**config.mk**
```make
export PLATFORM = sky130hd
export DESIGN_NAME = tile_scheduler_flat
export DESIGN_NICKNAME = d
export VERILOG_FILES = /design/src/rtl/tile_scheduler_if.sv /design/src/rtl/tile_scheduler.sv /design/src/flat_wrapper.sv
export SDC_FILE = /design/constraint.sdc
export NUM_CORES = 1
export LEC_CHECK = 0
export CAP_MARGIN = 20
export CORE_MARGIN = 3
export CORE_UTILIZATION = 25
export DETAILED_ROUTE_END_ITERATION = 12
export PLACE_DENSITY_LB_ADDON = 0.15
export SETUP_SLACK_MARGIN = 0.3
export SYNTH_ARGS = -nofsm -noshare
export SYNTH_HDL_FRONTEND = slang
export SYNTH_SLANG_ARGS = --single-unit
```
**constraint.sdc**
```tcl
create_clock -name clk -period 4.25 [get_ports clk]
set_input_delay 1.275 -clock clk [delete_from_list [all_inputs] [get_ports clk]]
set_output_delay 1.275 -clock clk [all_outputs]
set_load 0.1 [all_outputs]
```
**src/rtl/tile_scheduler_if.sv**
```systemverilog
// Host command, array control and X/Y buffer signals of tile_scheduler.
// cycle_count exists only when TILE_SCHED_PERF_EN is defined.
interface tile_scheduler_if #(
  parameter int unsigned TILE_W = 8,
  parameter int unsigned ADDR_W = 10
);
  logic              cmd_valid;
  logic              cmd_ready;
  logic [TILE_W-1:0] cmd_num_tiles;
  logic [ADDR_W-1:0] cmd_x_base;
  logic [ADDR_W-1:0] cmd_y_base;
  logic              array_start;
  logic              array_clr;
  logic              array_done;
  logic              x_rd_en;
  logic [ADDR_W-1:0] x_addr;
  logic              y_wr_en;
  logic [ADDR_W-1:0] y_addr;
  logic              busy;
  logic              job_done;
`ifdef TILE_SCHED_PERF_EN
  logic [31:0]       cycle_count;
`endif

  modport master (
    input  cmd_valid, cmd_num_tiles, cmd_x_base, cmd_y_base, array_done,
    output cmd_ready, array_start, array_clr, x_rd_en, x_addr,
           y_wr_en, y_addr, busy, job_done
`ifdef TILE_SCHED_PERF_EN
    , output cycle_count
`endif
  );

  modport slave (
    output cmd_valid, cmd_num_tiles, cmd_x_base, cmd_y_base, array_done,
    input  cmd_ready, array_start, array_clr, x_rd_en, x_addr,
           y_wr_en, y_addr, busy, job_done
`ifdef TILE_SCHED_PERF_EN
    , input cycle_count
`endif
  );
endinterface

```
**src/rtl/tile_scheduler.sv**
```systemverilog
// Job-level sequencer: runs N tiles through the systolic array (start, X reads,
// wait done, Y drain, clear). Optional busy-cycle counter under TILE_SCHED_PERF_EN.
module tile_scheduler #(
  parameter int unsigned ROWS   = 2,
  parameter int unsigned COLS   = 4,
  parameter int unsigned TILE_W = 8,
  parameter int unsigned ADDR_W = 10
) (
  input  logic               clk,
  input  logic               rst_n,
  tile_scheduler_if.master   io
);

  localparam int unsigned CNT_MAX = (ROWS > COLS) ? ROWS : COLS;
  localparam int unsigned CNT_W   = $clog2(CNT_MAX + 1);

  typedef enum logic [2:0] {
    S_IDLE, S_ISSUE, S_RUN, S_DRAIN, S_CLEAR, S_FINISH
  } state_e;

  state_e            state_q, state_d;
  logic [CNT_W-1:0]  cnt_q, cnt_d;
  logic [TILE_W-1:0] num_q, num_d;
  logic [TILE_W-1:0] tile_q, tile_d;
  logic [ADDR_W-1:0] xbase_q, xbase_d;
  logic [ADDR_W-1:0] ybase_q, ybase_d;
  logic [ADDR_W-1:0] x_addr_q, x_addr_d;
  logic [ADDR_W-1:0] y_addr_q, y_addr_d;
  logic              cmd_ready_q, cmd_ready_d;
  logic              busy_q, busy_d;
  logic              start_q, start_d;
  logic              clr_q, clr_d;
  logic              x_rd_en_q, x_rd_en_d;
  logic              y_wr_en_q, y_wr_en_d;
  logic              job_done_q, job_done_d;
  logic              accept_c;

  assign accept_c = cmd_ready_q && io.cmd_valid;

  // State register and registered outputs
  always_ff @(posedge clk or negedge rst_n) begin
    if (!rst_n) begin
      state_q     <= S_IDLE;
      cnt_q       <= '0;
      num_q       <= '0;
      tile_q      <= '0;
      xbase_q     <= '0;
      ybase_q     <= '0;
      x_addr_q    <= '0;
      y_addr_q    <= '0;
      cmd_ready_q <= 1'b1;
      busy_q      <= 1'b0;
      start_q     <= 1'b0;
      clr_q       <= 1'b0;
      x_rd_en_q   <= 1'b0;
      y_wr_en_q   <= 1'b0;
      job_done_q  <= 1'b0;
    end else begin
      state_q     <= state_d;
      cnt_q       <= cnt_d;
      num_q       <= num_d;
      tile_q      <= tile_d;
      xbase_q     <= xbase_d;
      ybase_q     <= ybase_d;
      x_addr_q    <= x_addr_d;
      y_addr_q    <= y_addr_d;
      cmd_ready_q <= cmd_ready_d;
      busy_q      <= busy_d;
      start_q     <= start_d;
      clr_q       <= clr_d;
      x_rd_en_q   <= x_rd_en_d;
      y_wr_en_q   <= y_wr_en_d;
      job_done_q  <= job_done_d;
    end
  end

  // Next state; outputs are decoded from the next state so they register in step
  always_comb begin
    state_d  = state_q;
    cnt_d    = cnt_q;
    num_d    = num_q;
    tile_d   = tile_q;
    xbase_d  = xbase_q;
    ybase_d  = ybase_q;
    x_addr_d = x_addr_q;
    y_addr_d = y_addr_q;

    case (state_q)
      S_IDLE: begin
        if (accept_c) begin
          num_d   = io.cmd_num_tiles;
          xbase_d = io.cmd_x_base;
          ybase_d = io.cmd_y_base;
          tile_d  = '0;
          state_d = (io.cmd_num_tiles == '0) ? S_FINISH : S_ISSUE;
        end
      end
      S_ISSUE: begin
        cnt_d   = '0;
        state_d = S_RUN;
      end
      S_RUN: begin
        if (io.array_done) begin
          cnt_d   = '0;
          state_d = S_DRAIN;
        end else if (cnt_q < CNT_W'(ROWS)) begin
          cnt_d = cnt_q + CNT_W'(1);
        end
      end
      S_DRAIN: begin
        if (cnt_q == CNT_W'(COLS - 1)) begin
          state_d = S_CLEAR;
        end else begin
          cnt_d = cnt_q + CNT_W'(1);
        end
      end
      S_CLEAR: begin
        xbase_d = xbase_q + ADDR_W'(ROWS);
        ybase_d = ybase_q + ADDR_W'(COLS);
        tile_d  = tile_q + TILE_W'(1);
        state_d = (tile_q == num_q - TILE_W'(1)) ? S_FINISH : S_ISSUE;
      end
      S_FINISH: state_d = S_IDLE;
      default:  state_d = S_IDLE;
    endcase

    cmd_ready_d = (state_d == S_IDLE);
    busy_d      = (state_d != S_IDLE);
    start_d     = (state_d == S_ISSUE);
    clr_d       = (state_d == S_CLEAR);
    job_done_d  = (state_d == S_FINISH);
    x_rd_en_d   = (state_d == S_RUN) && (cnt_d < CNT_W'(ROWS));
    y_wr_en_d   = (state_d == S_DRAIN);
    if (x_rd_en_d) x_addr_d = xbase_d + ADDR_W'(cnt_d);
    if (y_wr_en_d) y_addr_d = ybase_d + ADDR_W'(cnt_d);
  end

  assign io.cmd_ready   = cmd_ready_q;
  assign io.busy        = busy_q;
  assign io.array_start = start_q;
  assign io.array_clr   = clr_q;
  assign io.x_rd_en     = x_rd_en_q;
  assign io.x_addr      = x_addr_q;
  assign io.y_wr_en     = y_wr_en_q;
  assign io.y_addr      = y_addr_q;
  assign io.job_done    = job_done_q;

`ifdef TILE_SCHED_PERF_EN
  logic [31:0] cyc_q;

  // Busy-cycle counter, saturating, restarted by each accepted job
  always_ff @(posedge clk or negedge rst_n) begin
    if (!rst_n) begin
      cyc_q <= '0;
    end else if (accept_c) begin
      cyc_q <= '0;
    end else if (busy_q && (cyc_q != '1)) begin
      cyc_q <= cyc_q + 32'd1;
    end
  end

  assign io.cycle_count = cyc_q;
`endif

endmodule
```
**src/flat_wrapper.sv**
```systemverilog
// flat-port wrapper written by rule: the top's interface ports become plain ports
module tile_scheduler_flat 
#(
  parameter int unsigned ROWS   = 2,
  parameter int unsigned COLS   = 4,
  parameter int unsigned TILE_W = 8,
  parameter int unsigned ADDR_W = 10
)
  (clk, rst_n, io_cmd_valid, io_cmd_num_tiles, io_cmd_x_base, io_cmd_y_base, io_array_done, io_cmd_ready, io_array_start, io_array_clr, io_x_rd_en, io_x_addr, io_y_wr_en, io_y_addr, io_busy, io_job_done);
  tile_scheduler_if #(.TILE_W(TILE_W), .ADDR_W(ADDR_W)) io_i ();
  input  logic clk;
  input  logic rst_n;
  input wire logic [$bits(io_i.cmd_valid)-1:0] io_cmd_valid;
  input wire logic [$bits(io_i.cmd_num_tiles)-1:0] io_cmd_num_tiles;
  input wire logic [$bits(io_i.cmd_x_base)-1:0] io_cmd_x_base;
  input wire logic [$bits(io_i.cmd_y_base)-1:0] io_cmd_y_base;
  input wire logic [$bits(io_i.array_done)-1:0] io_array_done;
  output wire logic [$bits(io_i.cmd_ready)-1:0] io_cmd_ready;
  output wire logic [$bits(io_i.array_start)-1:0] io_array_start;
  output wire logic [$bits(io_i.array_clr)-1:0] io_array_clr;
  output wire logic [$bits(io_i.x_rd_en)-1:0] io_x_rd_en;
  output wire logic [$bits(io_i.x_addr)-1:0] io_x_addr;
  output wire logic [$bits(io_i.y_wr_en)-1:0] io_y_wr_en;
  output wire logic [$bits(io_i.y_addr)-1:0] io_y_addr;
  output wire logic [$bits(io_i.busy)-1:0] io_busy;
  output wire logic [$bits(io_i.job_done)-1:0] io_job_done;
  assign io_i.cmd_valid = io_cmd_valid;
  assign io_i.cmd_num_tiles = io_cmd_num_tiles;
  assign io_i.cmd_x_base = io_cmd_x_base;
  assign io_i.cmd_y_base = io_cmd_y_base;
  assign io_i.array_done = io_array_done;
  assign io_cmd_ready = io_i.cmd_ready;
  assign io_array_start = io_i.array_start;
  assign io_array_clr = io_i.array_clr;
  assign io_x_rd_en = io_i.x_rd_en;
  assign io_x_addr = io_i.x_addr;
  assign io_y_wr_en = io_i.y_wr_en;
  assign io_y_addr = io_i.y_addr;
  assign io_busy = io_i.busy;
  assign io_job_done = io_i.job_done;
  tile_scheduler #(.ROWS(ROWS), .COLS(COLS), .TILE_W(TILE_W), .ADDR_W(ADDR_W)) u_core (.clk(clk), .rst_n(rst_n), .io(io_i));
endmodule
```
**Yosys cells after proc, flatten, opt, wreduce, memory -nomap -nowiden**

Index checks and enable logic that the tools add are counted.

- Bits in registers: 69
- Bits of input ports: 32
- Output and inout port bits: 27
- Logic and storage cells: 61

- Add/sub/neg operators: 7
- $lt $le $gt $ge: 2
- Equal/unequal tests: 12
- Muxes and demuxes: 16
- Reductions and logical operators: 9

Operators by type and width:

| kind | count |
|---|---|
| case mux 10 bit (2 select lines) | 2 |
| two-way mux 3 bit | 8 |
| adder 10 x 3 -> 10 bit | 2 |
| two-way mux 10 bit | 2 |
| case mux 8 bit (2 select lines) | 1 |
| == test 3 x 2 -> 1 bit, second input constant | 5 |
| case mux 3 bit (5 select lines) | 1 |
| adder 10 x 2 -> 10 bit, second input constant | 1 |
| adder 10 x 3 -> 10 bit, second input constant | 1 |
| == test 3 bit, second input constant | 3 |
| case mux 3 bit (3 select lines) | 1 |
| adder 8 x 1 -> 8 bit, second input constant | 1 |
| == test 8 bit | 1 |
| zero test 8 bit | 1 |
| two-way mux 8 bit | 1 |
| subtractor 8 x 1 -> 8 bit, second input constant | 1 |
| == test 3 x 1 -> 1 bit, second input constant | 2 |
| zero test 3 bit | 2 |
| < comparator 3 x 2 -> 1 bit, second input constant | 2 |
| AND reduction 2 bit | 2 |
| adder 3 x 1 -> 3 bit, second input constant | 1 |
| nonzero test 3 bit | 1 |
| logical AND 1 bit | 2 |
| != test 2 x 1 -> 1 bit, second input constant | 1 |
| nonzero test 2 bit | 1 |

**Depth between registers and ports, before layout**

Gate-level depths: netlist of run 1.

- Depth after elaboration: 6
- Mapped depth: 15
- Mapped depth without buffers: 14

**Least setup slack after synthesis of run 1**

OpenSTA, ideal clock, no wires.

- Path type: input-to-reg
- From: input port io_cmd_valid
- To: register u_core.x_addr_q[8], in the netlist u_core.io.x_addr[8]
- Setup time: 0.125 ns
- Arrival time: 3.600 ns
- Data required time: 4.125 ns
- Setup slack: 0.524 ns
- Stages: 13
- Path buffers: 1
- Path through: nand4bb_2 > nor2_1 > clkbuf_1 > nand2_1 > nand2_1 > ha_1 > inv_1 > fa_1 > nor2b_1 > o21ai_2 > a2111oi_2 > xnor2_1 > mux2_2

- Elaborated cells between the ends (all ways): 8
- Those cells by class: 1 x add/sub; 1 x eq/ne; 4 x mux; 2 x reduce/logical

RTL lines:

| what | line | text |
|---|---|---|
| start: declaration | flat_wrapper.sv:13 | `input wire logic [$bits(io_i.cmd_valid)-1:0] io_cmd_valid;` |
| logical AND 1 bit | tile_scheduler.sv:38 | `assign accept_c = cmd_ready_q && io.cmd_valid;` |
| two-way mux 10 bit | tile_scheduler.sv:90 | `if (accept_c) begin` |
| case mux 10 bit (2 select lines) | tile_scheduler.sv:88 | `case (state_q)` |
| named net u_core.xbase_d[0] | tile_scheduler.sv:25 | `logic [ADDR_W-1:0] xbase_q, xbase_d;` |
| adder 10 x 3 -> 10 bit | tile_scheduler.sv:134 | `if (x_rd_en_d) x_addr_d = xbase_d + ADDR_W'(cnt_d);` |
| end signal: assignment | tile_scheduler.sv:65 | `x_addr_q <= x_addr_d;` |
| end: declaration | tile_scheduler.sv:27 | `logic [ADDR_W-1:0] x_addr_q, x_addr_d;` |

The timed path passes the listed nets, and every way through them passes these cells.
A chain may end at the register's enable or synchronous reset.

**Worst setup path after layout of run 1**

Same ends and word-level chain as after synthesis.

==> run_results.csv, run 1 <==
group,metric,value,unit
global_route,antenna_found_initial,0,
worst_setup_path,endpoint,"u_core.io.x_addr[8]",
yosys,ys.flop_type,"dfrtp_1",
sta,grt_setup_unrepaired,"no",
detailed_routing,drcViolationCount,0,
yosys,syn_inst,421,
global_route,grt_pass1_vias,3451,
yosys,postSynthAreaPerCell,9.31,um2
floorplanning,coreArea,15300,um2
min_path,hold_class,"reg -> reg",
yosys,ys_types,65,
finish,drive_gt1_share,11.3,%
clock_tree,post_cts_buffers,0,
detailed_routing,wl,10900,um
worst_setup_path,worstPathRequired,4.48,ns
yosys,synth_top_area_share,43.4,%
yosys,yosysWarnings,0,
worst_setup_path,crit_arrival,3.95,ns
worst_setup_path,end_kind,"register",
yosys,synth-seq-cells,69,
yosys,syn-num-nets,468,
floorplanning,rows,45,
worst_setup_path,critPathMaxStageDelay,0.62,ns
outcome,status,"complete, no violations",
clock_tree,clockBufferDepth,2,
min_path,hold_start,"u_core.io.y_addr[6]",
floorplanning,die_y,131,um
sta,worst_pin_slew,0.983,ns
power,powerDensity,761,nW/um2
floorplanning,io_pins,59,
finish,n_antenna_cell,0,
detailed_routing,wl_per_cell,15.5,um
clock_tree,path_clk_slew,0.06,ns
sta,fin_skew,0.00627,ns
yosys,ys_seq_area_share,44.1,%
worst_setup_path,crit_fanout,6,
power,ir_drop,437,uV
yosys,synth_edf_count,0,
sta,max_freq,0.268,GHz
yosys,synth_area_leader_cell,"dfrtp_1",
worst_setup_path,crit_start,"io_cmd_valid",
yosys,synthTopCellsByArea,"dfrtp_1 43%, nand2_1 7.0%, ha_1 4.2%",
clock_tree,clock-sinks,69,
sta,holdWs,0.464,ns
detailed_routing,firstDrtPassIters,4,
worst_setup_path,r2r_slack,0.98,ns
global_route,grt_pass1_wl,18500,um
global_route,grtUsageTotal,13.4,%
floorplanning,initial_utilization,25.7,%
yosys,ys_async_sr_fraction,100,%
floorplanning,fp.dieArea,17200,um2
worst_setup_path,slowest_stage,"clkdlybuf4s50_1",
detailed_routing,vias_per_cell,4.64,
placed_design,dp_hpwl,7900,um
worst_setup_path,start_kind,"input pin",
sta,slew_headroom,34.2,%
worst_setup_path,worstPathCellList,"clkdlybuf4s50_1 > nand2_1 > buf_4 > nor2_1 > a22oi_1 > o21ai_0 > ha_1 > nor2b_2 > o21ai_2 > a2111oi_4 > xnor2_1 > mux2_2",
run,drv_cap,0,
clock_tree,numCtsBuffers,9,
global_route,grt_overflow,0,
sta,min_period_over_period,87.7,%
sta,hold_viol,0,
finish,fin_cells,706,
clock_tree,worstSkewPairLatency,0.35,ns
detailed_routing,detail-route-antenna-nets,0,
floorplanning,die_x,131,um
sta,finalSetupTns,0,ns
sta,finalMaxSlewViolations,0,
finish,syn_to_final_growth,31.8,%
worst_setup_path,r2r-end,"u_core.io.y_addr[9]",
clock_tree,cts-root-buf,"clkbuf_16",
placed_design,numPortBuffers,58,
clock_tree,cts_max_level,3,
sta,min_period,3.73,ns
detailed_routing,drt_iter0_markers,235,
worst_setup_path,r2r_start,"u_core.state_q[0]",
yosys,synth_common_cells,"73 x nand2_1, 68 x dfrtp_1, 26 x o21ai_0",
detailed_routing,routed-via-count,3277,
worst_setup_path,crit_type,"in -> reg",
yosys,syn-cell-area,3920,um2
placed_design,placedCellCount,690,
power,power.static_leakage,2.14,nW
yosys,yosys.cell_count.top_type,"nand2_1",
worst_setup_path,ff2ff_path_depth,13,
global_route,grt_max_degree,70,
placed_design,gp_congestion,0.814,
clock_tree,cts_tree,"built",
sta,finalSetupViolCount,0,
finish,fin_nets,537,
sequential cells by signal, indices dropped and copies added (netlist names), 3 cells and up:
signal            cells
u_core.cnt_q          3
u_core.io.x_addr     10
u_core.io.y_addr     10
u_core.num_q          8
u_core.state_q        3
u_core.tile_q         8
u_core.xbase_q       10
u_core.ybase_q       10
layer usage:
metal	up-vias	track usage, %	part of all wire, %
met1	1561	18.5	49
met4	0	4.26	1.3
met3	11	3.68	4.3
met2	76	20.3	45
li1	1629	-	-
met5	-	0	0
power by group:
group          switching (W)  internal, W
logic                0.00128     0.000660
registers           0.000232     0.000878
clock network       0.000292     0.000589
total                0.00180      0.00213
worst max-delay path, delay by kind of cell:
family | cells | cell delay [ns]
xor+xnor | 1 | 0.17
simple gates | 3 | 0.40
mux | 1 | 0.27
compound gates | 4 | 0.70
buf+inv | 2 | 0.81
fa+ha+maj | 1 | 0.33
what timing repair did:
action	CTS	global route
gates resized for setup	0	4
hold buffers	0	0
endpoints found under the setup margin	0	3
logic make-up (layout without fill, tap and decap cells):
logic type	count (synthesis)	after routing	share of synthesized area, %
AOI/OAI and AO/OA	93	93	16.0
DFF	69	69	44.1
buffers and inverters	32	106	3.61
muxes	11	11	2.94
adders and majority gates	15	15	5.17
xor gates and xnor gates	26	26	5.81
and+or+nand+nor	175	175	22.4
metrics by stage:
step / util, % / instance area [um2] / worst slack (ns) / total power, W
finish: 33.8 / 5160 / 0.524 / 0.00393
global route: 33.8 / 5160 / 0.321 / 0.00420
CTS: 33.7 / 5140 / 0.375 / 0.00398
detailed placement: 31.5 / 4800 / 0.0214 / 0.00307
global placement: 31.5 / 4800 / 0.0595 / 0.00307
floorplan: - / 3920 / 0.524 / 0.00253
cell type report:
| cell class | instances | area, um2 |
|---|---|---|
| fill | 1584 | 10100 |
| multi-input combinational | 320 | 2070 |
| sequential | 69 | 1730 |
| timing repair buffer | 75 | 703 |
| tap | 211 | 264 |
| clock buffer | 12 | 246 |
| clock inverter | 4 | 95.1 |
| inverter | 15 | 56.3 |
worst min path at each step:
stage / endpoint / cells after the start
floorplan: u_core.xbase_q[0] / 2
global placement: u_core.io.y_addr[6] / 2
detailed placement: u_core.io.y_addr[6] / 2
CTS: u_core.io.y_addr[6] / 2
global route: u_core.io.y_addr[6] / 2
finish: u_core.io.y_addr[6] / 2
placed cells by master, fill, tap and decap left out, types with 4 or more instances in the layout:
cell	n
nor3_1	9
nor2_1	24
inv_1	15
o22ai_1	4
nand4_1	12
nand2_1	73
o21ai_1	4
clkdlybuf4s50_1	56
xnor2_1	17
clkbuf_16	9
a21oi_1	24
o21ai_0	26
and3_1	4
a31oi_1	5
nand2b_1	8
xor2_1	9
buf_4	19
mux2i_1	7
nor4_1	6
ha_1	13
nand3_1	14
dfrtp_1	68
No activity file was read; power rests on OpenSTA's default activity.
==> run 2, diff against run 1 <==
CTS_CLUSTER_DIAMETER = 80   (was unset)
==> results of run 2 <==
Final layout, timing and power as in run 1 (identical DEF).
==> run 3, diff against run 2 <==
CORE_UTILIZATION = 35   (was 25)
==> run 3 against run 2 <==
First-iteration DRC count shrank 22%. Clock power down 34%. Register-to-register slack lost 0.16 ns. Sequential power about the same. Final cell count decreased by 11%. Sequential cell count stayed put. Power down 8.5%. Cell area is 4.7% lower. Largest cell class unchanged. Largest power group unchanged.
==> run_results.csv, run 3 (synthesized netlist as in run 1, its figures left out) <==
group,metric,value,unit
worst_setup_path,start_kind,"input pin",
floorplanning,rows,37,
finish,stdcell_area,4920,um2
floorplanning,fp.dieArea,12500,um2
worst_setup_path,cpLargestDelayFamily,"compound AO/OA/AOI/OAI gates",
clock_tree,numCtsBuffers,9,
outcome,status,"complete, no violations",
sta,min_period_over_period,90.7,%
global_route,grt_pass1_wl,16700,um
detailed_routing,drcViolationCount,0,
finish,fin_nets,535,
global_route,grt_use_met3,4.08,%
worst_setup_path,cp_num_buf_inv,2,
worst_setup_path,crit_arrival,4.10,ns
worst_setup_path,crit_fanout,4,
floorplanning,initial_utilization,37.0,%
floorplanning,io_pins,59,
finish,n_antenna_cell,0,
global_route,use_met2,25.1,%
sta,fin_skew,0.00908,ns
clock_tree,clockBufferDepth,2,
sta,finalSetupTns,0,ns
detailed_routing,wl_per_cell,15.9,um
global_route,grt_max_degree,37,
finish,n_fill_cell,1015,
worst_setup_path,crit_type,"in -> reg",
power,powerDensity,731,nW/um2
sta,holdWs,0.471,ns
detailed_routing,drt_iter0_markers,184,
worst_setup_path,worstPathCellList,"clkdlybuf4s50_1 > or2_2 > o31ai_1 > a22o_1 > ha_1 > inv_1 > fa_1 > nor2b_1 > o21ai_2 > a2111oi_4 > xnor2_1 > mux2_2",
global_route,antenna_found_initial,0,
global_route,grt_overflow,0,
global_route,grt_pass1_vias,3316,
placed_design,gp_congestion,0.832,
finish,syn_to_final_growth,25.6,%
sta,worst_pin_slew,0.975,ns
global_route,busiest_layer,"met2",
placed_design,numPortBuffers,58,
clock_tree,cts_tree,"built",
clock_tree,cts-root-buf,"clkbuf_8",
sta,setup_ws,0.394,ns
finish,multi_input_area,2070,um2
clock_tree,clock-sinks,69,
detailed_routing,detail-route-antenna-nets,0,
floorplanning,die_y,112,um
finish,layout_commonest_cell,"nand2_1",
clock_tree,path_clk_slew,0.08,ns
detailed_routing,firstDrtPassIters,4,
finish,regArea,1730,um2
power,power.static_leakage,2.07,nW
sta,grt_setup_unrepaired,"yes",
sta,min_period,3.86,ns
global_route,grtUsageTotal,16.4,%
placed_design,dpl_cell_area,4690,um2
detailed_routing,vias_per_cell,5.32,
clock_tree,cts_hold_buf,0,
detailed_routing,wl,9990,um
worst_setup_path,worstPathRequired,4.49,ns
detailed_routing,routed-via-count,3345,
global_route,grt_use_met1,23.3,%
min_path,hold_class,"reg -> reg",
worst_setup_path,critPathMaxStageDelay,0.45,ns
sta,finalSetupViolCount,0,
power,ir_drop,513,uV
worst_setup_path,slowest_stage,"clkdlybuf4s50_1",
sta,finalMaxSlewViolations,0,
finish,drive_gt1_share,11.0,%
sta,max_freq,0.259,GHz
placed_design,dp_slack,0.0504,ns
floorplanning,coreArea,10600,um2
sta,slew_headroom,34.8,%
sta,hold_viol,0,
finish,fin_util,46.4,%
run,drv_cap,0,
clock_tree,cts_max_level,3,
placed_design,dp_hpwl,7230,um
floorplanning,die_x,112,um
clock_tree,worstSkewPairLatency,0.35,ns
finish,final_cell_mix,"73 x nand2_1, 68 x dfrtp_1, 56 x clkdlybuf4s50_1, 26 x o21ai_0",
worst_setup_path,end_kind,"register",
run 3: cell count changes in the layout (fill, tap and decap cells not counted), sizes merged:
| cell | before | now |
|---|---|---|
| clkinvlp | 0 | 2 |
| bufinv | 3 | 2 |
| clkinv | 1 | 3 |
| buf | 19 | 17 |
| clkbuf | 12 | 9 |
run 3: worst reg2reg max path, delay by kind of cell (launching register included):
| family | cells | cell delay, ns |
|---|---|---|
| AOI/OAI and AO/OA | 4 | 0.87 |
| xor gates and xnor gates | 1 | 0.10 |
| DFF | 1 | 0.61 |
| adders and majority gates | 1 | 0.43 |
| muxes | 1 | 0.28 |
| buffers and inverters | 1 | 0.10 |
| and+or+nand+nor | 2 | 0.94 |
run 3: worst paths after layout:
| path | start | endpoint | slack, ns | cells after the start |
|---|---|---|---|---|
| setup / recovery | io_array_done | u_core.io.x_addr[8] | 0.39 | 12 |
| hold / removal | u_core.io.y_addr[6] | u_core.io.y_addr[6] | 0.47 | 2 |
| setup reg to reg | u_core.state_q[1] | u_core.io.x_addr[8] | 0.82 | 10 |
| hold reg to reg | u_core.io.y_addr[6] | u_core.io.y_addr[6] | 0.47 | 2 |
| max in group asynchronous | rst_n | u_core.io.cmd_ready | 2.37 | 2 |
| min in group asynchronous | rst_n | u_core.tile_q[0] | 1.00 | 1 |
run 3: timing repair:
item	CTS	global route
gates resized for setup	0	2
buffers inserted	0	0
endpoints found under the setup margin	0	2
run 3: metrics by stage:
step                cells  total power (W)
floorplan             421          0.00253
global placement      613          0.00300
detailed placement    613          0.00302
CTS                   629          0.00363
global route          629          0.00385
finish                629          0.00359
run 3: routing by layer:
layer | wire (um) | up-vias | share of wire, %
met1 | 4930 | 1628 | 49
met2 | 4480 | 78 | 45
met5 | 0 | - | 0
li1 | - | 1629 | -
met4 | 118 | 0 | 1.2
met3 | 463 | 10 | 4.6
run 3: area by class of cell:
class / instances / area share [%]
clock inverters: 7 / 1.83
clock buffers: 9 / 2.52
flip-flops and latches: 69 / 35.1
repair buffers: 73 / 13.9
multi-input cells: 320 / 42.0
inverters: 15 / 1.14
well taps: 136 / 3.46
run 3: power breakdown:
part / total, W / internal [W] / switching [W]
registers: 0.00111 / 0.000876 / 0.000235
clock network: 0.000585 / 0.000327 / 0.000258
logic: 0.00190 / 0.000640 / 0.00126
